==> src/rtl/restoring_divider_4bit_pkg.sv <==
`default_nettype none
// ============================================================================
// Module   : divider_pkg
// Brief    : Shared widths, iteration count and FSM state type for the divider.
// Revision : 1.0
// ============================================================================
package divider_pkg;

  localparam int DIV_W    = 4;
  localparam int DIV_ITER = 4;

  localparam logic [1:0] LAST_ITER = 2'(DIV_ITER - 1);

  typedef enum logic [1:0] {
    IDLE = 2'd0,
    CALC = 2'd1,
    DONE = 2'd2
  } div_state_t;

endpackage
`default_nettype wire

==> src/rtl/restoring_divider_4bit_if.sv <==
`default_nettype none
// ============================================================================
// Module   : restoring_divider_4bit_if
// Brief    : Request/result bundle between a requester and the divider.
// Revision : 1.0
// ============================================================================
interface restoring_divider_4bit_if;
  import divider_pkg::*;

  logic             start;
  logic [DIV_W-1:0] dividend;
  logic [DIV_W-1:0] divisor;
  logic             busy;
  logic             done;
  logic [DIV_W-1:0] quotient;
  logic [DIV_W-1:0] remainder;
  logic             div_by_zero;

  modport master (
    output start, dividend, divisor,
    input  busy, done, quotient, remainder, div_by_zero
  );

  modport slave (
    input  start, dividend, divisor,
    output busy, done, quotient, remainder, div_by_zero
  );

endinterface
`default_nettype wire

==> src/rtl/fourbit_subtractor.sv <==
`default_nettype none
// ============================================================================
// Module   : fourbit_subtractor
// Brief    : 4-bit ripple-borrow subtractor, diff = X - Y, borrow set when X < Y.
// Revision : 1.0
// ============================================================================
module fourbit_subtractor (
  input  logic [3:0] X,
  input  logic [3:0] Y,
  output logic [3:0] diff,
  output logic       borrow
);

  logic brw;

  always_comb begin
    diff = 4'd0;
    brw  = 1'b0;
    for (int i = 0; i < 4; i++) begin
      diff[i] = X[i] ^ Y[i] ^ brw;
      brw     = (~X[i] & Y[i]) | (~(X[i] ^ Y[i]) & brw);
    end
    borrow = brw;
  end

endmodule
`default_nettype wire

==> src/rtl/restoring_divider_4bit.sv <==
`default_nettype none
// ============================================================================
// Module   : restoring_divider_4bit
// Brief    : Sequential 4-bit unsigned restoring divider, one trial subtraction
//            per clock, single-cycle done pulse.
// Revision : 1.0
// ============================================================================
module restoring_divider_4bit
  import divider_pkg::*;
(
  input  logic                     clk,
  input  logic                     rst_n,
  restoring_divider_4bit_if.slave  bus
);

  div_state_t       state_q, state_d;
  logic [DIV_W-1:0] q_q, q_d;
  logic [DIV_W-1:0] r_q, r_d;
  logic [DIV_W-1:0] d_q, d_d;
  logic [1:0]       cnt_q, cnt_d;
  logic             dbz_q, dbz_d;
  logic             busy_q, busy_d;
  logic             done_q, done_d;

  logic [DIV_W-1:0] trial;
  logic [DIV_W-1:0] sub_diff;
  logic             sub_borrow;

  // R stays below 2^k after k iterations, so the shifted trial never overflows.
  assign trial = {r_q[DIV_W-2:0], q_q[DIV_W-1]};

  fourbit_subtractor u_sub (
    .X      (trial),
    .Y      (d_q),
    .diff   (sub_diff),
    .borrow (sub_borrow)
  );

  always_comb begin
    state_d = state_q;
    q_d     = q_q;
    r_d     = r_q;
    d_d     = d_q;
    cnt_d   = cnt_q;
    dbz_d   = dbz_q;
    busy_d  = busy_q;
    done_d  = 1'b0;
    case (state_q)
      IDLE: begin
        if (bus.start) begin
          d_d    = bus.divisor;
          cnt_d  = 2'd0;
          busy_d = 1'b1;
          if (bus.divisor == '0) begin
            q_d     = '1;
            r_d     = bus.dividend;
            dbz_d   = 1'b1;
            done_d  = 1'b1;
            state_d = DONE;
          end else begin
            q_d     = bus.dividend;
            r_d     = '0;
            dbz_d   = 1'b0;
            state_d = CALC;
          end
        end
      end
      CALC: begin
        r_d   = sub_borrow ? trial : sub_diff;
        q_d   = {q_q[DIV_W-2:0], ~sub_borrow};
        cnt_d = cnt_q + 2'd1;
        if (cnt_q == LAST_ITER) begin
          done_d  = 1'b1;
          state_d = DONE;
        end
      end
      DONE: begin
        busy_d  = 1'b0;
        state_d = IDLE;
      end
      default: begin
        busy_d  = 1'b0;
        state_d = IDLE;
      end
    endcase
  end

  always_ff @(posedge clk or negedge rst_n) begin
    if (!rst_n) begin
      state_q <= IDLE;
      q_q     <= '0;
      r_q     <= '0;
      d_q     <= '0;
      cnt_q   <= 2'd0;
      dbz_q   <= 1'b0;
      busy_q  <= 1'b0;
      done_q  <= 1'b0;
    end else begin
      state_q <= state_d;
      q_q     <= q_d;
      r_q     <= r_d;
      d_q     <= d_d;
      cnt_q   <= cnt_d;
      dbz_q   <= dbz_d;
      busy_q  <= busy_d;
      done_q  <= done_d;
    end
  end

  assign bus.busy        = busy_q;
  assign bus.done        = done_q;
  assign bus.quotient    = q_q;
  assign bus.remainder   = r_q;
  assign bus.div_by_zero = dbz_q;

endmodule
`default_nettype wire
==> src/flat_wrapper.sv <==
// flat-port wrapper written by rule: the top's interface ports become plain ports
module restoring_divider_4bit_flat import divider_pkg::*;
  (clk, rst_n, bus_start, bus_dividend, bus_divisor, bus_busy, bus_done, bus_quotient, bus_remainder, bus_div_by_zero);
  restoring_divider_4bit_if bus_i ();
  input  logic clk;
  input  logic rst_n;
  input wire logic [$bits(bus_i.start)-1:0] bus_start;
  input wire logic [$bits(bus_i.dividend)-1:0] bus_dividend;
  input wire logic [$bits(bus_i.divisor)-1:0] bus_divisor;
  output wire logic [$bits(bus_i.busy)-1:0] bus_busy;
  output wire logic [$bits(bus_i.done)-1:0] bus_done;
  output wire logic [$bits(bus_i.quotient)-1:0] bus_quotient;
  output wire logic [$bits(bus_i.remainder)-1:0] bus_remainder;
  output wire logic [$bits(bus_i.div_by_zero)-1:0] bus_div_by_zero;
  assign bus_i.start = bus_start;
  assign bus_i.dividend = bus_dividend;
  assign bus_i.divisor = bus_divisor;
  assign bus_busy = bus_i.busy;
  assign bus_done = bus_i.done;
  assign bus_quotient = bus_i.quotient;
  assign bus_remainder = bus_i.remainder;
  assign bus_div_by_zero = bus_i.div_by_zero;
  restoring_divider_4bit u_core (.clk(clk), .rst_n(rst_n), .bus(bus_i));
endmodule
==> config.mk <==
export PLATFORM = sky130hd
export DESIGN_NAME = restoring_divider_4bit_flat
export DESIGN_NICKNAME = d
export VERILOG_FILES = /design/src/rtl/restoring_divider_4bit_pkg.sv /design/src/rtl/restoring_divider_4bit_if.sv /design/src/rtl/fourbit_subtractor.sv /design/src/rtl/restoring_divider_4bit.sv /design/src/flat_wrapper.sv
export SDC_FILE = /design/constraint.sdc
export NUM_CORES = 1
export LEC_CHECK = 0
export BUFFER_PORTS_ARGS = -buffer_cell sky130_fd_sc_hd__buf_2
export CORE_MARGIN = 8
export CORE_UTILIZATION = 28
export CTS_CLUSTER_DIAMETER = 40
export DETAILED_ROUTE_END_ITERATION = 10
export GPL_TIMING_DRIVEN = 0
export PLACE_DENSITY_LB_ADDON = 0.3
export SLEW_MARGIN = 20
export SYNTH_ARGS = -nofsm -noshare
export SYNTH_HDL_FRONTEND = slang
export SYNTH_SLANG_ARGS = --single-unit
==> constraint.sdc <==
create_clock -name clk -period 6.69 [get_ports clk]
set_input_delay 1.338 -clock clk [delete_from_list [all_inputs] [get_ports clk]]
set_output_delay 1.338 -clock clk [all_outputs]
set_load 0.03 [all_outputs]
## Yosys cells after proc, flatten, opt, wreduce, memory -nomap -nowiden

Cells that the tools add are included.
Widths: inputs -> output; s select.

| storage, ports and cells | value |
|---|---|
| register bits after elaboration | 19 |

| cells by class | value |
|---|---|
| add/sub/neg operators | 1 |
| equal/unequal tests | 4 |
| muxes and demuxes | 19 |
| bitwise gates (word level) | 26 |
| reduce and logical (&&, ||, !) cells | 7 |

Operators by type and width:

| operator | number |
|---|---|
| $mux 4 | 5 |
| $pmux 4 s2 | 2 |
| $not 1->1 | 9 |
| $mux 2 | 4 |
| $pmux 2 s2 | 2 |
| $reduce_and 2->1 | 4 |
| $and 1x1->1 | 7 |
| $xor 1x1->1 | 7 |
| $logic_not 4->1 | 1 |
| $mux 1 | 4 |
| $pmux 1 s2 | 2 |
| $or 1x1->1 | 3 |
| $add 2x1->2 const B | 1 |
| $eq 2x1->1 const B | 1 |
| $eq 2x2->1 const B | 1 |
| $logic_not 2->1 | 1 |
| $ne 2x1->1 const B | 1 |
| $ne 2x2->1 const B | 1 |
| $reduce_bool 2->1 | 1 |

## Depth between registers and ports, before layout

| logic depth | value |
|---|---|
| depth in word-level cells | 10 |
| depth in mapped cells | 10 |
| mapped depth without buffers | 9 |

## By module

A second synthesis with hierarchy kept.

| second synthesis, totals | value |
|---|---|
| cell total of the unflattened synthesis | 90 |
| area total of the unflattened synthesis | 1022.2 um^2 |

By module, submodules not included:

| module | times used | cells an instance | area each (um^2) | seq. area each (um^2) |
|---|---|---|---|---|
| restoring_divider_4bit | 1 | 76 | 912.1 | 475.5 |
| fourbit_subtractor | 1 | 14 | 110.1 | 0.0 |

## Least setup slack after synthesis

Ideal clock, no wire load.

| path | value |
|---|---|
| path kind | register to register |
| start point | reg u_core.q_q[3], in the netlist u_core.bus.quotient[3] |
| end point | reg u_core.r_q[3], in the netlist u_core.bus.remainder[3] |
| library setup time | 130 ps |
| arrival | 2225 ps |
| required time | 6560 ps |
| setup slack | 4334 ps |
| stages on the path, launching flop included | 10 |
| buffers on the path | 1 |
| period minus slack after synthesis | 2356 ps |
| path through | dfrtp_1 inv_1 ha_1 fa_1 fa_1 inv_1 fa_1 buf_1 mux2i_1 a22oi_1 |

| on the way | value |
|---|---|
| longest elaborated chain between the ends | 10 |

RTL lines:

| item | RTL line | RTL |
|---|---|---|
| start, declared | restoring_divider_4bit.sv:17 | `logic [DIV_W-1:0] q_q, q_d;` |
| start signal, assigned | restoring_divider_4bit.sv:100 | `q_q <= q_d;` |
| $not 1->1 (*) | fourbit_subtractor.sv:21 | `brw = (~X[i] & Y[i]) \| (~(X[i] ^ Y[i]) & brw);` |
| $and 1x1->1 (*) (2 in series) | fourbit_subtractor.sv:21 |  |
| $or 1x1->1 (*) | fourbit_subtractor.sv:21 |  |
| $and 1x1->1 (*) | fourbit_subtractor.sv:21 |  |
| $or 1x1->1 (*) | fourbit_subtractor.sv:21 |  |
| $and 1x1->1 | fourbit_subtractor.sv:21 |  |
| $or 1x1->1 | fourbit_subtractor.sv:21 |  |
| $mux 4 (*) | restoring_divider_4bit.sv:69 | `r_d = sub_borrow ? trial : sub_diff;` |
| $pmux 4 s2 (*) | restoring_divider_4bit.sv:48 | `case (state_q)` |
| end signal, assigned | restoring_divider_4bit.sv:101 | `r_q <= r_d;` |
| end, declared | restoring_divider_4bit.sv:18 | `logic [DIV_W-1:0] r_q, r_d;` |

Every way passes the cells marked *; elsewhere a longest branch is shown, timed or not.
A chain may end at the register's enable or synchronous reset.

## Final worst setup path

Same ends and word-level chain as after synthesis.

==> impl_results.md <==
* Status: finished, final reports clean
* First-pass GRT wire length at 3680 um
* Clock buffer depth at 2
* Clock transition at path regs at 0.11 ns
* Syn Area/Cell at 9.97 um2
* Critical path required time at 6.88 ns
* Setup TNS at 0 ns
* Hold slack at 0.483 ns
* Remaining Overflow, GRT at 0
* Power Dens Cells at 523 nW/um2
* GRT Total Usage at 0.0864
* Post-DRT Antenna Nets at 0
* CTS Root Cell: clkbuf_4
* Placed Area at 1120 um2
* GR Util met2 at 0.153
* Core Box Area at 3310 um2
* Met3 Resource Use GR at 0.0108
* Largest net degree at the start of global routing at 20
* CTS Sinks at 19
* CP max stage delay at 0.43 ns
* Peak supply drop at 0.0841 mV
* Nature of the critical path endpoint: flop
* Fmax achieved at 418 MHz
* Hold Path Class: reg -> reg
* Worst-Margin Slew at 0.564 ns
* Synth area leaders: dfrtp_1 50%, nand2_1 10%, fa_1 6.3%
* Cell area after synthesis at 957 um2
* Fill count at 356
* CTS Hold Buffers Added at 0
* Synth cell count leaders: 26 x nand2_1, 19 x dfrtp_1, 9 x o21ai_0, 7 x a22oi_1, 6 x inv_1
* # DRC at 0
* CTS buffer count at 3
* Initial antenna violation count at 0
* Fraction of the yosys area taken by sequential cells at 0.497
* Dpl hpwl at 1750 um
* Vias in the first global route at 794
* I/O Pins at 22
* # resized after CTS at 0
* Via count at 790
* Post-synthesis register bit count at 19
* Post-synth EDFFs at 0
* Min Tclk post-route at 2.39 ns
* Top FF cell, synth: dfrtp_1
* CP Data Arrival Time at 2.58 ns
* Slew HR at 0.621
* Synth top area share at 0.497
* PortBufs at 21
* Die X at 74.5 um
* Initial Utilization at 0.289
* Clock Skews at 0.00372 ns
* Routed len/inst at 13.4 um
* Synth area leader: dfrtp_1
* Lkg Pwr at 0.570 nW
* Max FO, Critical Path at 8
* Slew Viols, Final at 0
* Most frequent cell after synthesis: nand2_1
* RSZ-0062 raised after global routing: no
* Post-Route WL at 2240 um
* Share of layout cells above drive strength 1 at 0.240
* Post-synth ARST share at 1.00
* Setup Crit Path Kind: reg -> reg
* First-pass DRT Iterations at 4
* Vias per cell at 4.73
* CTS H-tree lvls at 1
* Post-layout nets at 138
* Ant diodes at 0
* Slowest cell on crit path: dfrtp_1
* Worst skew pair latency at 0.30 ns
* Postcts setup bufs at 0
* Die Area at 5550 um2
* Final Cell Area at 1150 um2
* Fin. Hold Viols at 0
* DRT iter0 DRCs at 52
* Synth Warn # at 0
* Unique masters post-synth at 23
* Startpoint types: flop
* Period utilisation layout at 0.357
* Most used cell, CP: fa_1
* Setup-failing EPs final at 0
* Placement row count at 21
* Die Ht at 74.5 um
* Area grow syn2layout at 19.7%
* CTS tree: built
* Number of cells produced by synthesis at 96
* Overall power at 599 uW
* CP Cell Sequence: inv_1 > ha_1 > fa_1 > fa_1 > inv_1 > fa_1 > buf_1 > mux2i_1 > a22oi_1
* Met1 Use GR at 0.0979
* Most Crowded Layer GR: met2
* Post-Syn Nets at 112
* Max-cap violation count at 0
* Gpl congestion at 0.775
[placed cells by master, fill, tap and decap left out, drive strengths merged]
cell type,n
nand2,26
buf,24
dfrtp,19
o21ai,10
a22oi,7
inv,6
nand3,5
a21oi,4
clkbuf,4
fa,3
nand2b,2
ha,2
nor4,1
nor3b,1
nor2b,1
and2b,1
or3b,1
o21bai,1
o32ai,1
o22ai,1
mux2i,1
[final timing paths]
kind / startpoint / endpoint / slack (ns) / cells after the start
max in group asynchronous: rst_n / u_core.state_q[1] / 5.42 / 1
max: u_core.bus.quotient[3] / u_core.bus.remainder[3] / 4.30 / 9
min: u_core.bus.div_by_zero / u_core.bus.div_by_zero / 0.48 / 2
min reg2reg: u_core.bus.div_by_zero / u_core.bus.div_by_zero / 0.48 / 2
min in group asynchronous: rst_n / u_core.bus.remainder[2] / 0.96 / 1
max reg2reg: u_core.bus.quotient[3] / u_core.bus.remainder[3] / 4.30 / 9
[cell type report]
type,count,area [um2],share of cell area
clock buffer,4,26.3,0.0229
sequential,19,475,0.415
inverter,6,22.5,0.0197
timing repair buffer,21,105,0.0917
tap,46,57.6,0.0502
multi-input combinational,68,439,0.383
buffer,3,20.0,0.0175
[where the power goes]
group | internal (mW) | leakage [nW] | switching, mW
Sequential | 0.170 | 0.232 | 0.0441
Clock | 0.0232 | 0.0150 | 0.0346
Combinational | 0.121 | 0.324 | 0.206
[worst max-delay path: cells and delay by family, from the launching register on]
family | cells | cell delay, ns
flip-flops | 1 | 0.43
buffers and inverters | 3 | 0.41
adder cells (fa/ha/maj) | 4 | 1.10
AO/OA/AOI/OAI | 1 | 0.08
multiplexers | 1 | 0.24
[cell families after synthesis]
logic type | share of synthesized area
buffers and inverters | 0.0444
multiplexers | 0.0105
AND/OR/NAND/NOR | 0.200
AO/OA/AOI/OAI | 0.159
adder cells (fa/ha/maj) | 0.0889
flip-flops | 0.497
[per-stage QoR]
stage	util	setup WS, ns	cells
floorplan	-	4.33	96
global placement	0.338	4.23	163
detailed placement	0.338	4.19	163
CTS	0.346	4.31	167
global route	0.346	4.14	167
finish	0.346	4.30	167
[state kept, by name (all words and copies together), names as in the netlist]
| register | count |
|---|---|
| u_core.bus.busy | 1 |
| u_core.bus.quotient | 4 |
| u_core.cnt_q | 2 |
| u_core.bus.remainder | 4 |
| u_core.bus.div_by_zero | 1 |
| u_core.state_q | 2 |
| u_core.d_q | 4 |
| u_core.bus.done | 1 |
[layer usage]
| metal | part of all wire | wire length, um | up-vias |
|---|---|---|---|
| li1 | - | - | 383 |
| met1 | 0.40 | 887 | 386 |
| met2 | 0.54 | 1220 | 17 |
| met3 | 0.039 | 87 | 4 |
| met4 | 0.020 | 44 | 0 |
| met5 | 0 | 0 | - |
Note: power is estimated with default switching activity, not from simulation.
